===== src/rtl/byte_rot_pkg.sv =====
// rtl/byte_rot_pkg.sv - shared types, sizes and helpers for the byte rotation sequencer
//
// Contents:
//   BYTES / BYTE_W / WORD_W   datapath geometry (8 bytes of 8 bits, 32-bit words)
//   state_e                   sequencer FSM state encoding
//   next_sel()                rotation amount advance with wrap 7 -> 0
//   byte_parity()             per-byte XOR of a 64-bit word (BYTE_ROT_PARITY_EN only)

package byte_rot_pkg;

  localparam int BYTES  = 8;
  localparam int BYTE_W = 8;
  localparam int WORD_W = 32;

  typedef enum logic [2:0] {
    ST_IDLE    = 3'd0,
    ST_ISSUE   = 3'd1,
    ST_WAIT    = 3'd2,
    ST_CAPTURE = 3'd3,
    ST_OUT     = 3'd4
  } state_e;

  // Rotation amount is 3 bits wide, so natural overflow gives the modulo-8 wrap.
  function automatic logic [2:0] next_sel(input logic [2:0] sel);
    return sel + 3'd1;
  endfunction

`ifdef BYTE_ROT_PARITY_EN
  // Bit i is the XOR of byte i, byte 0 being the least significant byte.
  function automatic logic [BYTES-1:0] byte_parity(input logic [BYTES*BYTE_W-1:0] data);
    logic [BYTES-1:0] p;
    for (int i = 0; i < BYTES; i++) begin
      p[i] = ^data[i*BYTE_W +: BYTE_W];
    end
    return p;
  endfunction
`endif

endpackage


===== src/rtl/rot_lat_counter.sv =====
// rtl/rot_lat_counter.sv - wait-cycle down-counter covering the rotation matrix latency
//
// Loaded with ROT_LAT-1 while the sequencer issues a rotation, decremented
// once per wait cycle; done flags the last wait cycle.
//
// Ports:
//   clk, rst_n   clock, asynchronous active-low reset
//   load         reload with ROT_LAT-1
//   dec          count down one wait cycle
//   done         current cycle is the last wait cycle

module rot_lat_counter #(
  parameter int ROT_LAT = 1
) (
  input  logic clk,
  input  logic rst_n,
  input  logic load,
  input  logic dec,
  output logic done
);

  // ROT_LAT is at most 4, so ROT_LAT-1 fits in two bits.
  localparam logic [1:0] LOAD_VAL = 2'(ROT_LAT - 1);

  logic [1:0] cnt_q;
  logic [1:0] cnt_d;

  always_comb begin
    cnt_d = cnt_q;
    if (load) begin
      cnt_d = LOAD_VAL;
    end else if (dec && (cnt_q != 2'd0)) begin
      cnt_d = cnt_q - 2'd1;
    end
  end

  always_ff @(posedge clk or negedge rst_n) begin
    if (!rst_n) begin
      cnt_q <= 2'd0;
    end else begin
      cnt_q <= cnt_d;
    end
  end

  assign done = (cnt_q <= 2'd1);

endmodule


===== src/rtl/byte_rot_sequencer.sv =====
// rtl/byte_rot_sequencer.sv - job sequencer driving the 64-bit byte-rotation matrix
//
// Accepts a job {R1, R2, start rotation, step count}, issues one rotation per
// step to the matrix, captures the returned bytes and presents one 64-bit
// result per step on a valid/ready output stream.
//
// Ports:
//   clk1, rst_n                     clock, asynchronous active-low reset
//   in_valid/in_ready               job handshake; in_ready is high only in IDLE
//   in_r1, in_r2                    source words
//   in_sel_start, in_count          first rotation amount, steps (0 means 8)
//   rot_r1/rot_r2/rot_select/rot_enable   matrix drive
//   rot_bytes                       matrix result {Out1..Out8}, Out1 at [63:56]
//   out_valid/out_ready             result handshake
//   out_data, out_sel, out_last     captured result, its rotation amount, final flag
//   out_parity                      per-byte parity of out_data (BYTE_ROT_PARITY_EN)
//
// Build option: define BYTE_ROT_PARITY_EN to add the out_parity port.

module byte_rot_sequencer
  import byte_rot_pkg::*;
#(
  parameter int ROT_LAT = 1,
  parameter int CNT_W   = 4
) (
  input  logic                    clk1,
  input  logic                    rst_n,
  input  logic                    in_valid,
  output logic                    in_ready,
  input  logic [WORD_W-1:0]       in_r1,
  input  logic [WORD_W-1:0]       in_r2,
  input  logic [2:0]              in_sel_start,
  input  logic [CNT_W-1:0]        in_count,
  output logic [WORD_W-1:0]       rot_r1,
  output logic [WORD_W-1:0]       rot_r2,
  output logic [2:0]              rot_select,
  output logic                    rot_enable,
  input  logic [BYTES*BYTE_W-1:0] rot_bytes,
  output logic                    out_valid,
  input  logic                    out_ready,
  output logic [BYTES*BYTE_W-1:0] out_data,
  output logic [2:0]              out_sel,
`ifdef BYTE_ROT_PARITY_EN
  output logic [BYTES-1:0]        out_parity,
`endif
  output logic                    out_last
);

  // Remaining-steps counter must be able to hold 8 even for narrow in_count.
  localparam int REM_W = (CNT_W > 4) ? CNT_W : 4;

  state_e                  state_q, state_d;
  logic [WORD_W-1:0]       rot_r1_q, rot_r1_d;
  logic [WORD_W-1:0]       rot_r2_q, rot_r2_d;
  logic [2:0]              rot_select_q, rot_select_d;
  logic                    rot_enable_q, rot_enable_d;
  logic                    out_valid_q, out_valid_d;
  logic [BYTES*BYTE_W-1:0] out_data_q, out_data_d;
  logic [2:0]              out_sel_q, out_sel_d;
  logic                    out_last_q, out_last_d;
  logic [REM_W-1:0]        rem_q, rem_d;
`ifdef BYTE_ROT_PARITY_EN
  logic [BYTES-1:0]        out_parity_q, out_parity_d;
`endif

  logic lat_load;
  logic lat_dec;
  logic lat_done;

  rot_lat_counter #(
    .ROT_LAT (ROT_LAT)
  ) u_lat (
    .clk   (clk1),
    .rst_n (rst_n),
    .load  (lat_load),
    .dec   (lat_dec),
    .done  (lat_done)
  );

  always_comb begin
    state_d      = state_q;
    rot_r1_d     = rot_r1_q;
    rot_r2_d     = rot_r2_q;
    rot_select_d = rot_select_q;
    out_data_d   = out_data_q;
    out_sel_d    = out_sel_q;
    out_last_d   = out_last_q;
    rem_d        = rem_q;
`ifdef BYTE_ROT_PARITY_EN
    out_parity_d = out_parity_q;
`endif
    lat_load     = 1'b0;
    lat_dec      = 1'b0;

    case (state_q)
      ST_IDLE: begin
        if (in_valid) begin
          rot_r1_d     = in_r1;
          rot_r2_d     = in_r2;
          rot_select_d = in_sel_start;
          rem_d        = (in_count == '0) ? REM_W'(8) : REM_W'(in_count);
          state_d      = ST_ISSUE;
        end
      end
      ST_ISSUE: begin
        lat_load = 1'b1;
        state_d  = (ROT_LAT > 1) ? ST_WAIT : ST_CAPTURE;
      end
      ST_WAIT: begin
        lat_dec = 1'b1;
        if (lat_done) begin
          state_d = ST_CAPTURE;
        end
      end
      ST_CAPTURE: begin
        out_data_d   = rot_bytes;
        out_sel_d    = rot_select_q;
        out_last_d   = (rem_q == REM_W'(1));
`ifdef BYTE_ROT_PARITY_EN
        out_parity_d = byte_parity(rot_bytes);
`endif
        state_d      = ST_OUT;
      end
      ST_OUT: begin
        if (out_ready) begin
          if (rem_q == REM_W'(1)) begin
            state_d = ST_IDLE;
          end else begin
            rot_select_d = next_sel(rot_select_q);
            rem_d        = rem_q - REM_W'(1);
            state_d      = ST_ISSUE;
          end
        end
      end
      default: begin
        state_d = ST_IDLE;
      end
    endcase

    // Outputs tied to the state being entered so they change with it, glitch-free.
    rot_enable_d = (state_d == ST_ISSUE);
    out_valid_d  = (state_d == ST_OUT);
  end

  always_ff @(posedge clk1 or negedge rst_n) begin
    if (!rst_n) begin
      state_q      <= ST_IDLE;
      rot_r1_q     <= '0;
      rot_r2_q     <= '0;
      rot_select_q <= '0;
      rot_enable_q <= 1'b0;
      out_valid_q  <= 1'b0;
      out_data_q   <= '0;
      out_sel_q    <= '0;
      out_last_q   <= 1'b0;
      rem_q        <= '0;
`ifdef BYTE_ROT_PARITY_EN
      out_parity_q <= '0;
`endif
    end else begin
      state_q      <= state_d;
      rot_r1_q     <= rot_r1_d;
      rot_r2_q     <= rot_r2_d;
      rot_select_q <= rot_select_d;
      rot_enable_q <= rot_enable_d;
      out_valid_q  <= out_valid_d;
      out_data_q   <= out_data_d;
      out_sel_q    <= out_sel_d;
      out_last_q   <= out_last_d;
      rem_q        <= rem_d;
`ifdef BYTE_ROT_PARITY_EN
      out_parity_q <= out_parity_d;
`endif
    end
  end

  assign in_ready   = (state_q == ST_IDLE);
  assign rot_r1     = rot_r1_q;
  assign rot_r2     = rot_r2_q;
  assign rot_select = rot_select_q;
  assign rot_enable = rot_enable_q;
  assign out_valid  = out_valid_q;
  assign out_data   = out_data_q;
  assign out_sel    = out_sel_q;
  assign out_last   = out_last_q;
`ifdef BYTE_ROT_PARITY_EN
  assign out_parity = out_parity_q;
`endif

endmodule

===== config.mk =====
export PLATFORM = sky130hd
export DESIGN_NAME = byte_rot_sequencer
export DESIGN_NICKNAME = d
export VERILOG_FILES = /design/src/rtl/byte_rot_pkg.sv /design/src/rtl/rot_lat_counter.sv /design/src/rtl/byte_rot_sequencer.sv
export SDC_FILE = /design/constraint.sdc
export NUM_CORES = 1
export LEC_CHECK = 0
export BUFFER_PORTS_ARGS = -buffer_cell sky130_fd_sc_hd__buf_2
export CAP_MARGIN = 10
export CORE_ASPECT_RATIO = 1.75
export CORE_MARGIN = 10
export CORE_UTILIZATION = 50
export CTS_CLUSTER_DIAMETER = 30
export DETAILED_ROUTE_END_ITERATION = 7
export PLACE_DENSITY = 0.86
export SYNTH_ARGS = -nofsm -noshare
export SYNTH_HDL_FRONTEND = slang
export SYNTH_SLANG_ARGS = --single-unit

===== constraint.sdc =====
create_clock -name clk1 -period 5.46 [get_ports clk1]
set_input_delay 0.273 -clock clk1 [delete_from_list [all_inputs] [get_ports clk1]]
set_output_delay 0.273 -clock clk1 [all_outputs]
set_load 0.1 [all_outputs]

### Word-level counts from Yosys, hierarchy flattened

Index checks and enable logic that the tools add are counted.
Widths: inputs -> output; s select.

| storage, ports and cells | value |
|---|---|
| register bits after elaboration | 146 |
| logic and storage cells | 51 |

| cells by class | value |
|---|---|
| add/sub/neg operators | 3 |
| $lt $le $gt $ge | 1 |
| equal/unequal tests | 10 |
| multiplexer cells | 18 |
| reductions and logical operators | 8 |

Operators with widths:

| operator | count |
|---|---|
| $mux 3 | 6 |
| $mux 4 | 4 |
| $pmux 3 s5 | 1 |
| $pmux 4 s2 | 1 |
| $eq 3x1->1 const B | 2 |
| $eq 3x2->1 const B | 2 |
| $eq 3x3->1 const B | 2 |
| $ne 2x2->1 const B | 3 |
| $pmux 3 s2 | 1 |
| $reduce_bool 2->1 | 3 |
| $eq 4x1->1 const B | 1 |
| $logic_not 4->1 | 1 |
| $mux 2 | 2 |
| $reduce_and 4->1 | 1 |
| $sub 4x1->4 const B | 1 |
| $add 3x1->3 const B | 1 |
| $logic_not 3->1 | 1 |
| $mux 1 | 3 |
| $le 2x1->1 const B | 1 |
| $reduce_and 2->1 | 1 |
| $sub 2x1->2 const B | 1 |
| $logic_and 1x1->1 | 1 |

### Logic depth before layout (Yosys ltp)

| depth | value |
|---|---|
| word-level depth | 5 |
| depth in mapped cells | 7 |

### Cells and area by module

Synthesis repeated with hierarchy kept, for this count alone.

| second synthesis, totals | value |
|---|---|
| cell total of the unflattened synthesis | 497 |
| area total of the unflattened synthesis | 5800.6 µm² |

Modules (own cells, without submodules):

| module | instances | cells each | area each (µm²) | seq. area each (µm²) |
|---|---|---|---|---|
| byte_rot_sequencer | 1 | 484 | 5664.2 | 3603.5 |
| rot_lat_counter | 1 | 13 | 136.4 | 50.0 |

### Worst setup path after synthesis

Ideal clock, no wire load.

| path | value |
|---|---|
| kind | register to register |
| start point | register state_q[0] |
| end point | register rem_q[3] |
| arrival | 3.295 ns |
| data required time | 5.341 ns |
| slack | 2.046 ns |
| stages on the path, launching flop included | 6 |
| buffers on the path | 1 |
| path through | dfrtp_1 clkbuf_1 nor3_1 nor4bb_1 a21oi_1 o21a_1 |

| on the way | value |
|---|---|
| cells in the longest elaborated chain, start to end | 3 |

RTL lines:

| item | RTL line | text |
|---|---|---|
| start: declaration | byte_rot_sequencer.sv:52 | `state_e state_q, state_d;` |
| start signal: assignment | byte_rot_sequencer.sv:161 | `state_q <= state_d;` |
| $logic_not 3->1 * | -- |  |
| net in_ready | byte_rot_sequencer.sv:29 | `output logic in_ready,` |
| $ne 2x2->1 (no line) / $reduce_bool 2->1 (equally long branches) | -- |  |
| $reduce_and 4->1 (no line) | -- |  |
| end signal: assignment | byte_rot_sequencer.sv:170 | `rem_q <= rem_d;` |
| end: declaration | byte_rot_sequencer.sv:61 | `logic [REM_W-1:0] rem_q, rem_d;` |

Mark *: on every way through the listed nets, which the timed path passes. The rest lies on a longest branch.
A chain may end at the register's enable or synchronous reset.

### Worst setup path in the final report

| path | value |
|---|---|
| start point | register state_q[2] |
| end point | register rot_r2_q[4] (netlist: rot_r2[4]) |

| on the way | value |
|---|---|
| cells in the longest elaborated chain, start to end | 2 |

RTL lines:

| item | RTL line | text |
|---|---|---|
| $logic_not 3->1 | byte_rot_sequencer.sv:95 | `case (state_q)` |
| $reduce_and 2->1 (no line) | -- |  |
| end signal: assignment | byte_rot_sequencer.sv:163 | `rot_r2_q <= rot_r2_d;` |
| end: declaration | byte_rot_sequencer.sv:54 | `logic [WORD_W-1:0] rot_r2_q, rot_r2_d;` |

Every way passes these cells.

==> run summary <==
routed wire length = 16210 um
total number of vias = 4049
CTS buffer count = 17
global-route wire length before repair = 24330 um
largest net degree at the start of global routing = 76
grt ovf = 0
Crit. End Element = flip-flop
initial DRC count = 118
die area = 16290 um^2
die height = 161.5 um
CTS tree = done
Final #Nets = 785
cts hold-fix bufs = 1
FILL cells = 795
clock root buffer = clkbuf_16
Initial Utilization = 51.23%
Syn Nets = 506
Syn Inst Count = 363
via density per instance = 5.125
mux share of post-synthesis cell area = 26.95%
# rows = 51
most frequent cell after synthesis = dfrtp_1
period utilisation layout = 46.60%
worst-margin pin slew = 0.9336 ns
RD Place Congestion = 0.7795
post-CTS setup buffers = 0
Worst slew margin = 37.76%
Core Area = 11170 um^2
sequential cell area fraction in the yosys report = 63.87%
largest family of logic cells by synthesized area = multiplexers
PortBufs = 276
Setup Crit Path Kind = reg2reg
Yosys top cell by area = dfrtp_1
Main synth FF type = dfrtp_1
RSZ-0062 raised after global routing = false
Fin. Hold Viols = 0
Crit Path Max Fanout = 44
Fmax = 393.0 MHz
wire length on met1 = 5277 um
CP arrival = 2.84 ns
met2 WL = 9018 um
list of most frequent post-synthesis cells = dfrtp_1 (146), mux2_2 (132), buf_2 (8), inv_1 (7), nand2_1 (7)
synth unique cells = 40
Met3 Wirelength = 1217 um
antenna violations before repair = 2
Clock Skews = 0.008907 ns
vias in the first global route = 4498
multi-input logic area = 1912 um^2
worst min path class = in2reg
I/O Pins = 277
yosys warns = 0
layout cells sized above 1 = 68.40%
post-synthesis async set-or-reset flop share = 100.0%
Clock Latency Late Sink = 0.42 ns
DP Wirelength = 12600 um
status = finished clean
remaining routing DRC violations = 0
Synth Area in Adders = 0.8749%
DR pass1 iterations = 4
drt wl/cell = 20.52 um
CTS resizes = 0
Top Metal Used = met4
Critical Path Start Type = flip-flop
Post-synth EDFFs = 0
antenna viol nets, final = 0
# H-tree levels = 4
gr usage total = 19.52%
synth top area cells = dfrtp_1 (64%), mux2_2 (26%), ha_1 (0.87%), buf_4 (0.79%), buf_2 (0.70%)
Sink Count = 146
Max clock buf depth = 2
Worst EP required = 5.75 ns
post-synthesis compound-gate area fraction = 2.515%
Die Wd = 100.9 um
Reg clk slew, reported paths = 0.06 ns
setup_tns = 0 ns
fraction of synthesized cell area in xor and xnor cells = 0.1531%
max-cap violations = 0
FF+latch count, synth = 146
final setup violating endpoints = 0
syn_area_per_cell = 15.76 um^2
Area growth, synth to finish = 36.20%
Simple-Gate Fraction of Synth Area = 2.909%
Tmin final = 2.544 ns
FF/Latch Area = 3654 um^2
area of the mapped netlist = 5720 um^2
Pins Over Slew Limit = 0
post-synth top area share = 63.87%
## routing by layer
metal	up-vias	global-route usage, %
li1	1848	-
met1	1970	18.38
met2	183	34.81
met3	48	6.664
met4	0	11.61
met5	-	0
## placed cells by master (no fill, tap or decap), drive strengths merged, types with 2 or more instances in the layout
master and instances:
mux2 133, ha 4, a22o 3, o21ai 6, a21o 2, inv 11, nor2 4, clkinv 3
diode 3, clkinvlp 3, mux2i 4, buf 279, nand2 7, and3 2, nor3 4, dfrtp 146
bufinv 3, clkbuf 19
## flip-flops by register name, indices dropped and copies added, names as in the netlist
signal	flops
out_data	64
out_last	1
out_sel	3
out_valid	1
rem_q	4
rot_enable	1
rot_r1	32
rot_r2	32
rot_select	3
state_q	3
u_lat.cnt_q	2
## layout make-up
| cell class | instances | area share [%] |
|---|---|---|
| Inverter | 7 | 0.3372 |
| Sequential cell | 146 | 46.89 |
| Timing Repair Buffer | 280 | 18.23 |
| Clock inverter | 13 | 2.232 |
| Tap cell | 132 | 2.120 |
| Antenna cell | 3 | 0.09635 |
| Multi-Input combinational cell | 190 | 24.54 |
| Clock buffer | 19 | 5.556 |
## cell families (layout without fill, tap and decap cells)
logic type               Yosys count  count (layout)
multiplexers                     137             137
flip-flops                       146             146
adder cells (fa/ha/maj)            4               4
AND/OR/NAND/NOR                   28              28
XOR/XNOR                           1               1
other                              0               3
buffers and inverters             27             319
AO/OA/AOI/OAI                     20              20
## worst paths after layout
kind	from	end	slack (ns)	depth (start not counted)
max in group asynchronous	rst_n	rot_r2[28]	3.62	3
setup reg to reg	state_q[2]	rot_r2[4]	2.92	4
min in group asynchronous	rst_n	rot_r1[16]	0.44	2
hold / removal	in_r2[20]	rot_r2[20]	0.08	2
setup / recovery	state_q[2]	rot_r2[4]	2.92	4
hold reg to reg	out_last	out_last	0.48	2
## critical path, stage by stage, from the launching register on
cell     delay (ns)
dfrtp_1        0.61
and2b_2        0.34
and2_2         0.48
buf_4          0.57
mux2_2         0.41
## metrics by stage
| stage | area, um^2 | hold WS, ns | util (%) | cells | setup WS [ns] |
|---|---|---|---|---|---|
| 6_report | 7791 | 0.08425 | 69.77 | 790 | 2.916 |
| 5_1_grt | 7791 | 0.06714 | 69.77 | 790 | 2.758 |
| 4_1_cts | 7784 | 0.06861 | 69.70 | 787 | 2.924 |
| 3_5_place_dp | 7167 | 0.3292 | 64.18 | 754 | 2.934 |
| 3_3_place_gp | 7167 | 0.3081 | 64.18 | 754 | 3.041 |
| 2_1_floorplan | 5720 | -0.02259 | - | 363 | 2.046 |
Power is not shown: default switching activity piles up to over one toggle a cycle in this logic, so the estimate is an artifact.
